`config.mk`:
```
export PLATFORM = sky130hd
export DESIGN_NAME = fetch_buffered
export DESIGN_NICKNAME = d
export VERILOG_FILES = /design/src/rtl/fetch_buffered.sv
export SDC_FILE = /design/constraint.sdc
export NUM_CORES = 1
export LEC_CHECK = 0
export CORE_MARGIN = 2
export CORE_UTILIZATION = 25
export DETAILED_ROUTE_END_ITERATION = 12
export SYNTH_ARGS = -nofsm -noshare
export SYNTH_HDL_FRONTEND = slang
export SYNTH_SLANG_ARGS = --single-unit
```
`constraint.sdc`:
```
create_clock -name i_clk -period 13.9 [get_ports i_clk]
set_clock_uncertainty 0.05 [all_clocks]
set_input_delay 2.085 -clock i_clk [delete_from_list [all_inputs] [get_ports i_clk]]
set_output_delay 2.085 -clock i_clk [all_outputs]
set_load 0.02 [all_outputs]
```
`src/rtl/fetch_buffered.sv`:
```
// fetch_buffered: fetch stage with a DEPTH-entry prefetch FIFO.
//
// Runs a fetch PC ahead of decode with at most one outstanding instruction-memory
// request. Returned words are queued with their PCs and presented to decode one per
// cycle through a registered output stage. Handles stall, flush and jump redirects,
// and drops a response that was already in flight when a jump arrived.
//
// Ports:
//   i_clk, i_rst_n         clock, asynchronous active-low reset
//   i_stall                decode cannot accept; output register holds
//   i_flush                kill the instruction in the output register
//   i_jump, i_jump_addr    redirect fetch (address bits [1:0] ignored)
//   i_inst_data/ack        memory response for the pending request
//   or_inst_req/_addr      pending memory request
//   or_inst_data, or_pc    instruction and its PC presented to decode
//   or_valid               output register holds a live instruction
//   or_fifo_count          prefetch FIFO occupancy
module fetch_buffered #(
    parameter int unsigned     XLEN     = 32,
    parameter int unsigned     DEPTH    = 4,
    parameter logic [XLEN-1:0] RESET_PC = '0,
    parameter logic [31:0]     NOP_INST = 32'h0000_0013
) (
    input  logic                       i_clk,
    input  logic                       i_rst_n,
    input  logic                       i_stall,
    input  logic                       i_flush,
    input  logic                       i_jump,
    input  logic [XLEN-1:0]            i_jump_addr,
    input  logic [31:0]                i_inst_data,
    input  logic                       i_inst_ack,
    output logic                       or_inst_req,
    output logic [XLEN-1:0]            or_inst_req_addr,
    output logic [31:0]                or_inst_data,
    output logic [XLEN-1:0]            or_pc,
    output logic                       or_valid,
    output logic [$clog2(DEPTH+1)-1:0] or_fifo_count
);
    localparam int unsigned PtrW = $clog2(DEPTH);
    localparam int unsigned CntW = $clog2(DEPTH + 1);

    typedef enum logic {StIdle, StWait} state_e;

    state_e            state_q, state_d;
    logic [XLEN-1:0]   req_addr_q, req_addr_d;
    logic [XLEN-1:0]   fetch_pc_q, fetch_pc_d;
    logic              discard_q, discard_d;
    logic [CntW-1:0]   count_q, count_d;
    logic [PtrW-1:0]   wr_ptr_q, wr_ptr_d;
    logic [PtrW-1:0]   rd_ptr_q, rd_ptr_d;
    logic [31:0]       out_data_q, out_data_d;
    logic [XLEN-1:0]   out_pc_q, out_pc_d;
    logic              out_valid_q, out_valid_d;

    logic [XLEN-1:0]   fifo_pc_q   [DEPTH];
    logic [31:0]       fifo_data_q [DEPTH];

    logic              ack;
    logic              push;
    logic              pop;
    logic [XLEN-1:0]   jump_tgt;

    always_comb begin
        // An ack only counts while a request is actually pending.
        ack      = (state_q == StWait) && i_inst_ack;
        jump_tgt = i_jump_addr & ~XLEN'(3);
        push     = ack && !discard_q && !i_jump;
        pop      = !i_jump && !i_flush && !i_stall && (count_q != '0);
    end

    // Fetch PC, FIFO pointers/occupancy and the stale-response flag.
    always_comb begin
        fetch_pc_d = fetch_pc_q;
        discard_d  = discard_q;
        count_d    = count_q;
        wr_ptr_d   = wr_ptr_q;
        rd_ptr_d   = rd_ptr_q;
        if (i_jump) begin
            fetch_pc_d = jump_tgt;
            count_d    = '0;
            wr_ptr_d   = '0;
            rd_ptr_d   = '0;
        end else begin
            if (push) begin
                fetch_pc_d = fetch_pc_q + XLEN'(4);
            end
            count_d  = count_q + CntW'(push) - CntW'(pop);
            wr_ptr_d = wr_ptr_q + PtrW'(push);
            rd_ptr_d = rd_ptr_q + PtrW'(pop);
        end
        if (ack) begin
            discard_d = 1'b0;
        end else if (i_jump && (state_q == StWait)) begin
            // Old request stays on the bus; its response must be dropped.
            discard_d = 1'b1;
        end
    end

    // Request FSM. A request is only raised while a FIFO slot is free for it, and
    // only one is ever outstanding, so a push can never overflow the FIFO.
    always_comb begin
        state_d    = state_q;
        req_addr_d = req_addr_q;
        unique case (state_q)
            StIdle: begin
                if (i_jump || (32'(count_q) < DEPTH)) begin
                    state_d    = StWait;
                    req_addr_d = fetch_pc_d;
                end
            end
            StWait: begin
                if (ack) begin
                    if (!discard_q && (32'(count_d) < DEPTH)) begin
                        // Back-to-back: next address (or jump target) right away.
                        req_addr_d = fetch_pc_d;
                    end else begin
                        state_d = StIdle;
                    end
                end
            end
            default: state_d = StIdle;
        endcase
    end

    // Output register: jump/flush beat stall, stall beats pop.
    always_comb begin
        out_data_d  = out_data_q;
        out_pc_d    = out_pc_q;
        out_valid_d = out_valid_q;
        if (i_jump || i_flush) begin
            out_data_d  = NOP_INST;
            out_valid_d = 1'b0;
        end else if (!i_stall) begin
            if (pop) begin
                out_data_d  = fifo_data_q[rd_ptr_q];
                out_pc_d    = fifo_pc_q[rd_ptr_q];
                out_valid_d = 1'b1;
            end else begin
                out_valid_d = 1'b0;
            end
        end
    end

    always_ff @(posedge i_clk or negedge i_rst_n) begin
        if (!i_rst_n) begin
            state_q     <= StIdle;
            req_addr_q  <= '0;
            fetch_pc_q  <= RESET_PC;
            discard_q   <= 1'b0;
            count_q     <= '0;
            wr_ptr_q    <= '0;
            rd_ptr_q    <= '0;
            out_data_q  <= NOP_INST;
            out_pc_q    <= '0;
            out_valid_q <= 1'b0;
        end else begin
            state_q     <= state_d;
            req_addr_q  <= req_addr_d;
            fetch_pc_q  <= fetch_pc_d;
            discard_q   <= discard_d;
            count_q     <= count_d;
            wr_ptr_q    <= wr_ptr_d;
            rd_ptr_q    <= rd_ptr_d;
            out_data_q  <= out_data_d;
            out_pc_q    <= out_pc_d;
            out_valid_q <= out_valid_d;
        end
    end

    // Storage needs no reset: occupancy gates every read.
    always_ff @(posedge i_clk) begin
        if (push) begin
            fifo_pc_q[wr_ptr_q]   <= req_addr_q;
            fifo_data_q[wr_ptr_q] <= i_inst_data;
        end
    end

    assign or_inst_req      = (state_q == StWait);
    assign or_inst_req_addr = req_addr_q;
    assign or_inst_data     = out_data_q;
    assign or_pc            = out_pc_q;
    assign or_valid         = out_valid_q;
    assign or_fifo_count    = count_q;

endmodule

```
== Word-level counts from Yosys, hierarchy flattened ==
Memories as Yosys holds them, arrays and structs flattened. A register that Yosys moved wholly into a read port is not among the register bits.
Cells that the tools add are included.
Storage, ports and cells
  logic and storage cells: 69
  bits of input ports: 70
  memories: 2
  flip-flop bits (word level): 106
  RAM bits: 256
Operators by class
  bitwise operators: 3
  multiplexer cells: 23
  $lt $le $gt $ge: 2
  reduce and logical (&&, ||, !) cells: 21
  add/subtract/negate cells: 5
  equal/unequal tests: 4
Memory list
  fifo_data_q: depth 4, width 32, read ports 1, clocked after memory_dff 0, wr ports 1, line 56  | logic [31:0] fifo_data_q [DEPTH];
  fifo_pc_q: depth 4, width 32, read ports 1, clocked after memory_dff 1, wr ports 1, line 55  | logic [XLEN-1:0] fifo_pc_q [DEPTH];
Operator list (number)
  2-to-1 mux 32 bit: 8
  case mux 32 bit (2 select lines): 1
  adder 32 x 3 -> 32 bit (second input constant): 1
  2-to-1 mux 1 bit: 10
  logical AND 1 bit: 8
  < comparator 3 bit (second input constant): 2
  != test 2 x 1 -> 1 bit (second input constant): 3
  AND reduction 3 bit: 2
  logical NOT 1 bit: 5
  adder 2 x 1 -> 2 bit: 2
  2-to-1 mux 2 bit: 2
  nonzero test 2 bit: 2
  adder 3 x 1 -> 3 bit: 1
  2-to-1 mux 3 bit: 1
  NOT 1 bit: 3
  nonzero test 3 bit: 1
  subtractor 3 x 1 -> 3 bit: 1
  logical OR 1 bit: 2
  != test 2 bit (second input constant): 1
  case mux 1 bit (2 select lines): 1
  AND reduction 2 bit: 1

== Logic depth before layout (Yosys ltp) ==
  depth after elaboration: 11
  depth in mapped cells: 14
  gate-level depth less buffers: 11

== Least setup slack after synthesis ==
OpenSTA, ideal clock, no wires.
  kind: in2reg
  start: input i_jump
  end: memory fifo_data_q[1][0], enable pin
  setup slack: 6079 ps
  path buffers: 2
  data required time: 13272 ps
  setup time: 578 ps
  data arrival time: 7193 ps
  cell stages on the path: 4
  cell sequence: buf_6 nand4bb_4 buf_6 nor3b_1
Between the ends
  longest elaborated chain between the ends: 4
RTL lines
  from (decl): line 28  | input logic i_jump,
  logical NOT 1 bit: line 67  | push = ack && !discard_q && !i_jump;
  logical AND 1 bit: line 67
  2-to-1 mux 1 bit: line 172  | if (push) begin
  2-to-1 mux 1 bit (not written as such): line 174  | fifo_data_q[wr_ptr_q] <= i_inst_data;
  to (decl): line 56
No other way between the ends.

== Worst setup path in the final report ==
  start: input i_flush
  end: register req_addr_q[23], in the netlist or_inst_req_addr[23]
Between the ends
  longest elaborated chain between the ends: 10
RTL lines
  from (decl): line 27  | input logic i_flush,
  logical NOT 1 bit: line 68  | pop = !i_jump && !i_flush && !i_stall && (count_q != '0);
  logical AND 1 bit (3 in a row): line 68
  subtractor 3 x 1 -> 3 bit: line 87  | count_d = count_q + CntW'(push) - CntW'(pop);
  2-to-1 mux 3 bit: line 78  | if (i_jump) begin
  < comparator 3 bit: line 113  | if (!discard_q && (32'(count_d) < DEPTH)) begin
  logical AND 1 bit: line 113
  != test 2 x 1 -> 1 bit (no line)
  AND reduction 3 bit (no line)
  to (signal assigned): line 158  | req_addr_q <= req_addr_d;
  to (decl): line 45  | logic [XLEN-1:0] req_addr_q, req_addr_d;
No other way between the ends.
A chain may end at the register's enable or synchronous reset.

==> run metrics <==
result of the run finished clean; average wire per cell in the routed design 20.1 um; min-delay worst type reg2reg; Cell Area, Synth 0.0153 mm2; Post-Synthesis Mean Instance Area 17.2 um2; # nets final between 1000 and 1500; static leakage power 6.68 nW; TritonCTS clock tree done; overflow left after global routing 0; WS Path Type in2reg; largest driver fanout on the critical path 34; Die Footprint 0.0630 mm2; vias in the first global route roughly 8900; synth top area cells sky130_fd_sc_hd__edfxtp_1 50%, sky130_fd_sc_hd__dfrtp_1 22%, sky130_fd_sc_hd__mux4_2 9.5%; dominant synthesized flop cell sky130_fd_sc_hd__edfxtp_1; Worst-Margin Slew 1010 ps; Pwr per Cell Area ~180 mW/mm2; maximum operating frequency between 150 and 200 MHz; number of buffers inserted by hold repair at cts 0; global-route wire length before repair between 50000 and 60000 um; worst supply voltage drop on vdd 0.000101 V; area of the core region 0.0604 mm2; synth-to-layout area growth 27.9%; number of flops mapped to enable cells by yosys 256; number of warnings reported in the yosys synthesis log 0; number of cell rows 90; DIE WIDTH 251 um; count of distinct cell types in the synthesized netlist 54; Clock Root Buffer sky130_fd_sc_hd__clkbuf_16; max-slew violation count 0; wire length after detailed routing between 30000 and 40000 um; via density per instance 4.47; required time at the endpoint of the critical path 14260 ps; Top-Level Pins ~170; top cells by count, synth 256 x sky130_fd_sc_hd__edfxtp_1, 135 x sky130_fd_sc_hd__dfrtp_1, 101 x sky130_fd_sc_hd__nand2_1; layout cell share with drive strength beyond 1 20.7%; Clk Latency, worst-skew pair 570 ps; pin count of the biggest net entering global routing between 60 and 70; count of final setup violators 0; worst slew slack as a fraction of its limit 32.4%; 1st-pass router iterations 4; sequential element share of the synthesized area 73.1%; GRT Total Usage 12.2%; effective utilization at floorplan 25.3%; Crit path arrival time 6020 ps; DRC marker count from the first detailed-route iteration 466; post-CTS setup buffer count 0; total nets after synthesis 964; Worst Setup Slack, final about 8200 ps; final critical delay including setup and external delays ~5700 ps; CTS Buf Count 46; number of vias in the routed layout 8472; most numerous cell in the Yosys netlist sky130_fd_sc_hd__edfxtp_1; CTS H-tree lvls 2; number of antenna violations at the first check in global routing 2; fin crit share 40.7%; proportion of synthesized flip-flops having asynchronous set or reset 35.0%; startpoint class of the critical path input port; CP endpoint kind register; setup tns final 0 ps; Max Cap Viol 0; final hold viol count 0; total of flip-flops plus latches after synthesis 394; filler cell count in the final layout between 5000 and 6000; Gate Count Post-Synth a little under 900; final weighted congestion of routability-driven global placement 0.734; Routed Antenna Nets 0; post_cts resized 0; Reg clk slew, reported paths 60 ps; drt drc 0; pre-CTS setup slack ~7600 ps; number of sinks driven by the clock tree 394; HPWL after detailed placement 23100 um; fraction of post-synthesis cell area in the top cell type by area 50.4%; maximum clock path buffer count 3; RSZ-0062 raised after global routing no; IO Port Bufs 168; height of the die 251 um; most area-hungry cell type in the Yosys netlist sky130_fd_sc_hd__edfxtp_1; final hold slack 456 ps
[worst max-delay path, stage by stage]
cell	delay, ps
sky130_fd_sc_hd__clkdlybuf4s50_1	500
sky130_fd_sc_hd__nor4_2	520
sky130_fd_sc_hd__buf_4	210
sky130_fd_sc_hd__xnor2_1	110
sky130_fd_sc_hd__ha_1	170
sky130_fd_sc_hd__inv_1	50
sky130_fd_sc_hd__fa_1	370
sky130_fd_sc_hd__xnor2_1	230
sky130_fd_sc_hd__o31ai_1	460
sky130_fd_sc_hd__o2bb2ai_4	210
sky130_fd_sc_hd__buf_4	430
sky130_fd_sc_hd__nand2b_1	420
sky130_fd_sc_hd__o221ai_1	210
[metrics by stage]
stage / instance area, um2 / instances / utilization, % / power, W
2_1_floorplan: 15300 / 889 / - / 0.00196
3_3_place_gp: 17900 / 1808 / 29.6 / 0.00233
3_5_place_dp: 17900 / 1808 / 29.6 / 0.00234
4_1_cts: 19500 / 1894 / 32.3 / 0.00362
5_1_grt: 19500 / 1894 / 32.3 / 0.00371
6_report: 19500 / 1895 / 32.3 / 0.00355
[final timing paths]
kind / start / end / slack, ps / depth (start not counted)
max reg2reg: or_fifo_count[2] / or_inst_req_addr[23] / 9710 / 13
max in group asynchronous: i_rst_n / or_pc[14] / 10680 / 3
min reg2reg: or_pc[30] / or_pc[30] / 460 / 1
max: i_flush / or_inst_req_addr[23] / 8240 / 13
min in group asynchronous: i_rst_n / or_inst_data[20] / 1450 / 1
min: or_pc[30] / or_pc[30] / 460 / 1
[layout make-up]
| class | count | area, um2 | area share (%) |
|---|---|---|---|
| clock buffer | 67 | 1410 | 7.21 |
| clock inverter | 19 | 204 | 1.05 |
| tap | 782 | 978 | 5.02 |
| timing repair buffer | 184 | 1800 | 9.22 |
| inverter | 10 | 37.5 | 0.192 |
| multi-input combinational | 438 | 3920 | 20.1 |
| sequential | 394 | 11200 | 57.2 |
| antenna | 1 | 2.50 | 0.0128 |
[metal layers]
layer  track usage (%)  vias up  part of all wire [%]
met5                 0        -                 0.071
met4              3.33        4                   2.2
met3              3.23       62                   5.7
met2              19.6      193                    47
met1              16.3     4407                    45
li1                  -     3806                     -
[layout by cell type, fill, tap and decap left out, types with 12 or more instances in the layout]
cell	instances
sky130_fd_sc_hd__clkdlybuf4s50_1	166
sky130_fd_sc_hd__dfrtp_1	133
sky130_fd_sc_hd__buf_4	16
sky130_fd_sc_hd__mux4_2	64
sky130_fd_sc_hd__clkbuf_16	50
sky130_fd_sc_hd__o21ai_0	45
sky130_fd_sc_hd__mux2_2	53
sky130_fd_sc_hd__edfxtp_1	256
sky130_fd_sc_hd__nor2_1	23
sky130_fd_sc_hd__xnor2_1	16
sky130_fd_sc_hd__nand4_1	12
sky130_fd_sc_hd__nor3_1	12
sky130_fd_sc_hd__nand2_1	101
[flip-flops by register name (all words and copies together) (netlist names)]
register,count
or_valid,1
fetch_pc_q,32
fifo_pc_q,128
discard_q,1
rd_ptr_q,2
wr_ptr_q,2
or_inst_data,32
or_fifo_count,3
or_inst_req_addr,32
or_pc,32
or_inst_req,1
fifo_data_q,128
[power by group]
group,switching (W),total [W],internal (W)
registers,0.000146,0.00160,0.00145
logic,0.000351,0.000697,0.000346
clock network,0.000492,0.00125,0.000763
total,0.000989,0.00355,0.00256
[logic make-up (layout without fill, tap and decap cells)]
family	after synthesis	after routing	synth area share, %
flops	394	394	73.1
simple gates	203	203	6.46
mux	121	121	13.6
compound gates	87	87	3.56
buf+inv	57	280	1.53
xor+xnor	22	22	1.26
fa+ha+maj	5	5	0.459
other cells	0	1	0
Note: power is estimated with default switching activity, not from simulation.
